### src/rtl/sram_pkg.sv
// Shared definitions for the Wishbone-to-SRAM primary-port controller.
// Contents: FSM state encoding, SRAM word-address offset within the byte
// address, legal read-latency bounds and the wait-counter width.
package sram_pkg;

  // Controller FSM states.
  typedef enum logic [1:0] {
    ST_IDLE      = 2'd0,
    ST_ACCESS    = 2'd1,
    ST_READ_WAIT = 2'd2,
    ST_ACK       = 2'd3
  } sram_state_e;

  // Byte address bit where the SRAM word address starts (32-bit words).
  localparam int SRAM_WORD_ADDRESS_LSB = 2;

  // Legal macro read latencies, counted from the SRAM capture edge.
  localparam int READ_LATENCY_MIN = 1;
  localparam int READ_LATENCY_MAX = 2;

  // Width of the read-wait down-counter; holds values up to READ_LATENCY_MAX-1.
  localparam int WAIT_CNT_W = 2;

endpackage

### src/rtl/sram_wishbone_controller.sv
// Wishbone classic slave driving the primary RW port of the SRAM wrapper.
// Turns each Wishbone read/write into a one-cycle SRAM select pulse, waits out
// the macro read latency and returns registered read data with a one-cycle ack.
// Ports: clk/rst (async active-low); wb_* bus slave side; sram_* wrapper
// primary-port side; busy is high whenever the FSM is not idle.
// Latency: write ack 2 cycles after the request, read ack 2+READ_LATENCY.
module sram_wishbone_controller
  import sram_pkg::*;
#(
  parameter int BYTE_COUNT   = 4,
  parameter int ADDRESS_SIZE = 9,
  parameter int READ_LATENCY = 1
) (
  input  logic                      clk,
  input  logic                      rst,
  input  logic                      wb_cyc_i,
  input  logic                      wb_stb_i,
  input  logic                      wb_we_i,
  input  logic [BYTE_COUNT-1:0]     wb_sel_i,
  input  logic [ADDRESS_SIZE+1:0]   wb_adr_i,
  input  logic [8*BYTE_COUNT-1:0]   wb_data_i,
  output logic                      wb_ack_o,
  output logic [8*BYTE_COUNT-1:0]   wb_data_o,
  output logic                      sram_select,
  output logic                      sram_write_enable,
  output logic [BYTE_COUNT-1:0]     sram_write_mask,
  output logic [ADDRESS_SIZE-1:0]   sram_address,
  output logic [8*BYTE_COUNT-1:0]   sram_data_write,
  input  logic [8*BYTE_COUNT-1:0]   sram_data_read,
  output logic                      busy
);

  if (READ_LATENCY < READ_LATENCY_MIN || READ_LATENCY > READ_LATENCY_MAX) begin : g_bad_latency
    $error("sram_wishbone_controller: READ_LATENCY must be 1 or 2");
  end

  localparam logic [WAIT_CNT_W-1:0] WAIT_LOAD = WAIT_CNT_W'(READ_LATENCY - 1);

  sram_state_e               state_q, state_d;
  logic [WAIT_CNT_W-1:0]     cnt_q, cnt_d;
  logic                      select_q, select_d;
  logic                      we_q, we_d;
  logic [BYTE_COUNT-1:0]     mask_q, mask_d;
  logic [ADDRESS_SIZE-1:0]   addr_q, addr_d;
  logic [8*BYTE_COUNT-1:0]   wdata_q, wdata_d;
  logic [8*BYTE_COUNT-1:0]   rdata_q, rdata_d;

  // Byte-offset bits of the bus address carry no information for word access.
  logic unused_adr_lsbs;
  assign unused_adr_lsbs = ^wb_adr_i[SRAM_WORD_ADDRESS_LSB-1:0];

  always_comb begin
    state_d  = state_q;
    cnt_d    = cnt_q;
    // Select/enable/mask are pulses: they only survive the single ACCESS cycle.
    select_d = 1'b0;
    we_d     = 1'b0;
    mask_d   = '0;
    addr_d   = addr_q;
    wdata_d  = wdata_q;
    rdata_d  = rdata_q;

    unique case (state_q)
      ST_IDLE: begin
        if (wb_cyc_i && wb_stb_i) begin
          state_d  = ST_ACCESS;
          select_d = 1'b1;
          we_d     = wb_we_i;
          mask_d   = wb_we_i ? wb_sel_i : '0;
          addr_d   = wb_adr_i[ADDRESS_SIZE+1:SRAM_WORD_ADDRESS_LSB];
          wdata_d  = wb_data_i;
        end
      end
      ST_ACCESS: begin
        // The SRAM captures at the edge leaving this state, so an abort here
        // still lets a presented write commit.
        if (!wb_cyc_i) begin
          state_d = ST_IDLE;
        end else if (we_q) begin
          state_d = ST_ACK;
        end else begin
          state_d = ST_READ_WAIT;
          cnt_d   = WAIT_LOAD;
        end
      end
      ST_READ_WAIT: begin
        // Abort wins over capture so an abandoned read never disturbs wb_data_o.
        if (!wb_cyc_i) begin
          state_d = ST_IDLE;
        end else if (cnt_q == '0) begin
          rdata_d = sram_data_read;
          state_d = ST_ACK;
        end else begin
          cnt_d = cnt_q - WAIT_CNT_W'(1);
        end
      end
      ST_ACK: begin
        // Strobe deliberately not sampled here: a held stb cannot re-issue.
        state_d = ST_IDLE;
      end
      default: state_d = ST_IDLE;
    endcase
  end

  always_ff @(posedge clk or negedge rst) begin
    if (!rst) begin
      state_q  <= ST_IDLE;
      cnt_q    <= '0;
      select_q <= 1'b0;
      we_q     <= 1'b0;
      mask_q   <= '0;
      addr_q   <= '0;
      wdata_q  <= '0;
      rdata_q  <= '0;
    end else begin
      state_q  <= state_d;
      cnt_q    <= cnt_d;
      select_q <= select_d;
      we_q     <= we_d;
      mask_q   <= mask_d;
      addr_q   <= addr_d;
      wdata_q  <= wdata_d;
      rdata_q  <= rdata_d;
    end
  end

  // Ack is qualified by cyc so a master dropping cyc in ACK sees no ack.
  assign wb_ack_o          = (state_q == ST_ACK) && wb_cyc_i;
  assign wb_data_o         = rdata_q;
  assign sram_select       = select_q;
  assign sram_write_enable = we_q;
  assign sram_write_mask   = mask_q;
  assign sram_address      = addr_q;
  assign sram_data_write   = wdata_q;
  assign busy              = (state_q != ST_IDLE);

endmodule

### config.mk
export PLATFORM = sky130hd
export DESIGN_NAME = sram_wishbone_controller
export DESIGN_NICKNAME = d
export VERILOG_FILES = /design/src/rtl/sram_pkg.sv /design/src/rtl/sram_wishbone_controller.sv
export SDC_FILE = /design/constraint.sdc
export NUM_CORES = 1
export LEC_CHECK = 0
export ABC_AREA = 1
export CORE_ASPECT_RATIO = 1.25
export CORE_MARGIN = 2
export CORE_UTILIZATION = 43
export CTS_CLUSTER_DIAMETER = 50
export DETAILED_ROUTE_END_ITERATION = 7
export GPL_TIMING_DRIVEN = 0
export PLACE_DENSITY = 0.82
export SLEW_MARGIN = 25
export SYNTH_ARGS = -nofsm -noshare
export SYNTH_HDL_FRONTEND = slang
export SYNTH_SLANG_ARGS = --single-unit
### constraint.sdc
create_clock -name clk -period 2.1 [get_ports clk]
set_input_delay 0.315 -clock clk [delete_from_list [all_inputs] [get_ports clk]]
set_output_delay 0.315 -clock clk [all_outputs]
set_load 0.02 [all_outputs]
==> flow_summary.yaml <==
place:
  place_area_um2: 5000
  gp_congestion: 0.765
  dp_slack_ps: -68.7
  dpl.hpwl_um: 6360
  port_buffers: 162
hold_path:
  hp-class: "input port to async pin"
floorplan:
  row_count: 35
  dieArea_um2: 8250
  start_util: 0.441
  die_h_um: 101
  io_pins: 165
  floorplan.die.width_um: 81.7
  core_um2: 7360
synth:
  ys_ff_latch: 83
  ys_seq_area_frac: 0.641
  avgSynthCellArea_um2: 8.96
  post_synth_num_cell_types: 20
  synthMuxAreaShare: 0
  syn_area_um2: 3240
  synth_edf_count: 0
  async_flop_share: 1.00
  synth_flop_cell: "dfrtp_1"
  yosys.area_share.xor_xnor: 0
  synth_simple_gate_area_frac: 0.220
  synth-adder-area-share: 0.00386
  ys.warnings.count: 0
  synth_cells: 362
  synth-compound-area-share: 0.0540
  syn_nets: 447
  synth_top_family_by_area: "simple AND/OR/NAND/NOR gates"
power:
  internal_power_mw: 4.66
  vdd_drop_max_mv: 0.805
  pwr-share-comb: 0.468
  p_clk_frac: 0.171
  power_leakage_nw: 2.63
  p_per_area_nw_per_um2: 1420
  p_switching_mw: 2.77
  p_sw_frac: 0.373
  seqPwrFrac: 0.361
clock_network:
  clk_latency_ps: 340
  cts_tree: "yes"
  clock_sinks: 83
  ctsLongestPathBuffers: 2
  cts-root-buf: "clkbuf_8"
  cts_buffers: 9
  clk_pin_slew_ps: 80
  cts_max_level: 3
timing:
  drv_slew: 0
  min_period_ps: 1970
  clock_skew_ps: 7.29
  hold_viol_final: 0
  period_share: 0.939
  rsz0062_at_grt: "no"
  relSlewSlack: 0.706
  fin_ws_ps: 128
  clock.fmax_mhz: 507
  setup_viol: 0
  tightest_slew_ps: 441
detailed_routing:
  dr_total_vias: 2912
  ant_nets: 0
  detail_route.vias_per_cell: 4.59
  wl_um: 8360
  dr.pass1.iters: 4
  drt_iter0_markers: 117
  wl_per_cell_um: 13.2
  drc: 0
layout:
  layout.nets: 622
  antenna_cells: 0
  n_fill_cell: 561
  finalInstanceArea_um2: 5240
  final_cell_mix: "167 x nand2_1, 160 x clkdlybuf4s50_1, 83 x dfrtp_1, 44 x inv_1, 20 x o21ai_1"
  area_growth_pct: 61.6
  layout_commonest_cell: "nand2_1"
  layout-drive-gt1-share: 0.0590
critical_path:
  crit_fanout: 6
  path_class: "flip-flop to output port"
  crit_path_top_delay_cell: "clkdlybuf4s50_1"
  path_cells: "nor2_1 > inv_2 > clkdlybuf4s50_1"
  critical_path.top_delay_family: "buffers and inverters"
  required_ps: 1780
  critical_path_buf_inv_count: 2
  crit_arrival_ps: 1660
  crit_path_end_kind: "output port"
  cpPeakStageDelay_ps: 570
  start_kind: "flip-flop"
global_routing:
  grt_pass1_wl_um: 13300
  overflow: 0
  grt_max_degree: 52
  grt_pass1_vias: 2889
  grt.total_usage: 0.210
  antenna_found_initial: 0
flow_run:
  cap_violations: 0
run_status:
  status: "complete, no violations"
[area by class of cell]
cell class,instances,area [um^2],share of cell area
plain buffers,14,92.6,0.0177
clock buffers,11,141,0.0270
clock inverters,5,86.3,0.0165
inverters,46,173,0.0330
multi-input cells,219,900,0.172
flip-flops and latches,83,2080,0.396
well taps,92,115,0.0220
repair buffers,164,1660,0.316
[power by group through the flow]
stage                     Combinational [mW]  Sequential [mW]  Clock, mW
after floorplan                        0.823             3.52          0
after global placement                  3.41             2.67          0
after detailed placement                3.51             2.69          0
after CTS                               3.52             2.67       1.30
after global routing                    3.77             2.76       1.38
final                                   3.48             2.68       1.27
[metrics by stage]
stage,util,hold WS (ps),setup TNS (ps),instances,total power [mW]
finish,0.712,454,0,634,7.43
floorplan,-,19.4,0,362,4.35
detailed placement,0.680,290,-68.7,617,6.20
CTS,0.712,449,0,634,7.50
global placement,0.677,453,-173190,616,6.09
global route,0.712,477,0,634,7.90
[worst paths after layout]
check	start	endpoint	cells after the start	slack (ps)
min reg2reg	sram_data_write[31]	sram_data_write[31]	2	480
max in group asynchronous	rst	sram_write_mask[1]	3	1060
min	rst	sram_data_write[6]	2	450
max	state_q[0]	busy	3	130
min in group clk	sram_data_write[31]	sram_data_write[31]	2	480
max reg2reg	cnt_q[0]	wb_data_o[17]	6	640
[registers in the layout, summed over array words and instances, names as in the netlist]
name	flops
cnt_q	2
sram_address	9
sram_data_write	32
sram_select	1
sram_write_enable	1
sram_write_mask	4
state_q	2
wb_data_o	32
[cells in the mapped netlist (2+ instances only)]
library cell  number  area, um^2
buf_2              5        25.0
clkbuf_1           3        11.3
inv_2              2        7.51
inv_1             44         165
nand3_1            3        15.0
buf_6              4        45.0
o21ai_1           20         100
o21ai_0           14        70.1
dfrtp_1           83        2080
nor2_1             8        30.0
nand2_1          167         627
[logic make-up (layout without fill, tap and decap cells)]
| group | Yosys count | in the layout |
|---|---|---|
| flops | 83 | 83 |
| simple gates | 183 | 183 |
| compound gates | 35 | 35 |
| fa+ha+maj | 1 | 1 |
| buf+inv | 60 | 240 |
[timing repair]
item,in CTS,in global routing
resized for setup,1,0
endpoints found under the setup margin,1,0
setup buffers,0,0
hold endpoints to repair,32,0
hold buffers,1,0
[per-layer routing]
metal | routed length, um | global-route usage
met1 | 3490 | 0.253
met2 | 3880 | 0.339
met3 | 902 | 0.0824
met4 | 85 | 0.0782
met5 | 0 | 0
No activity file was read; power rests on OpenSTA's default activity.
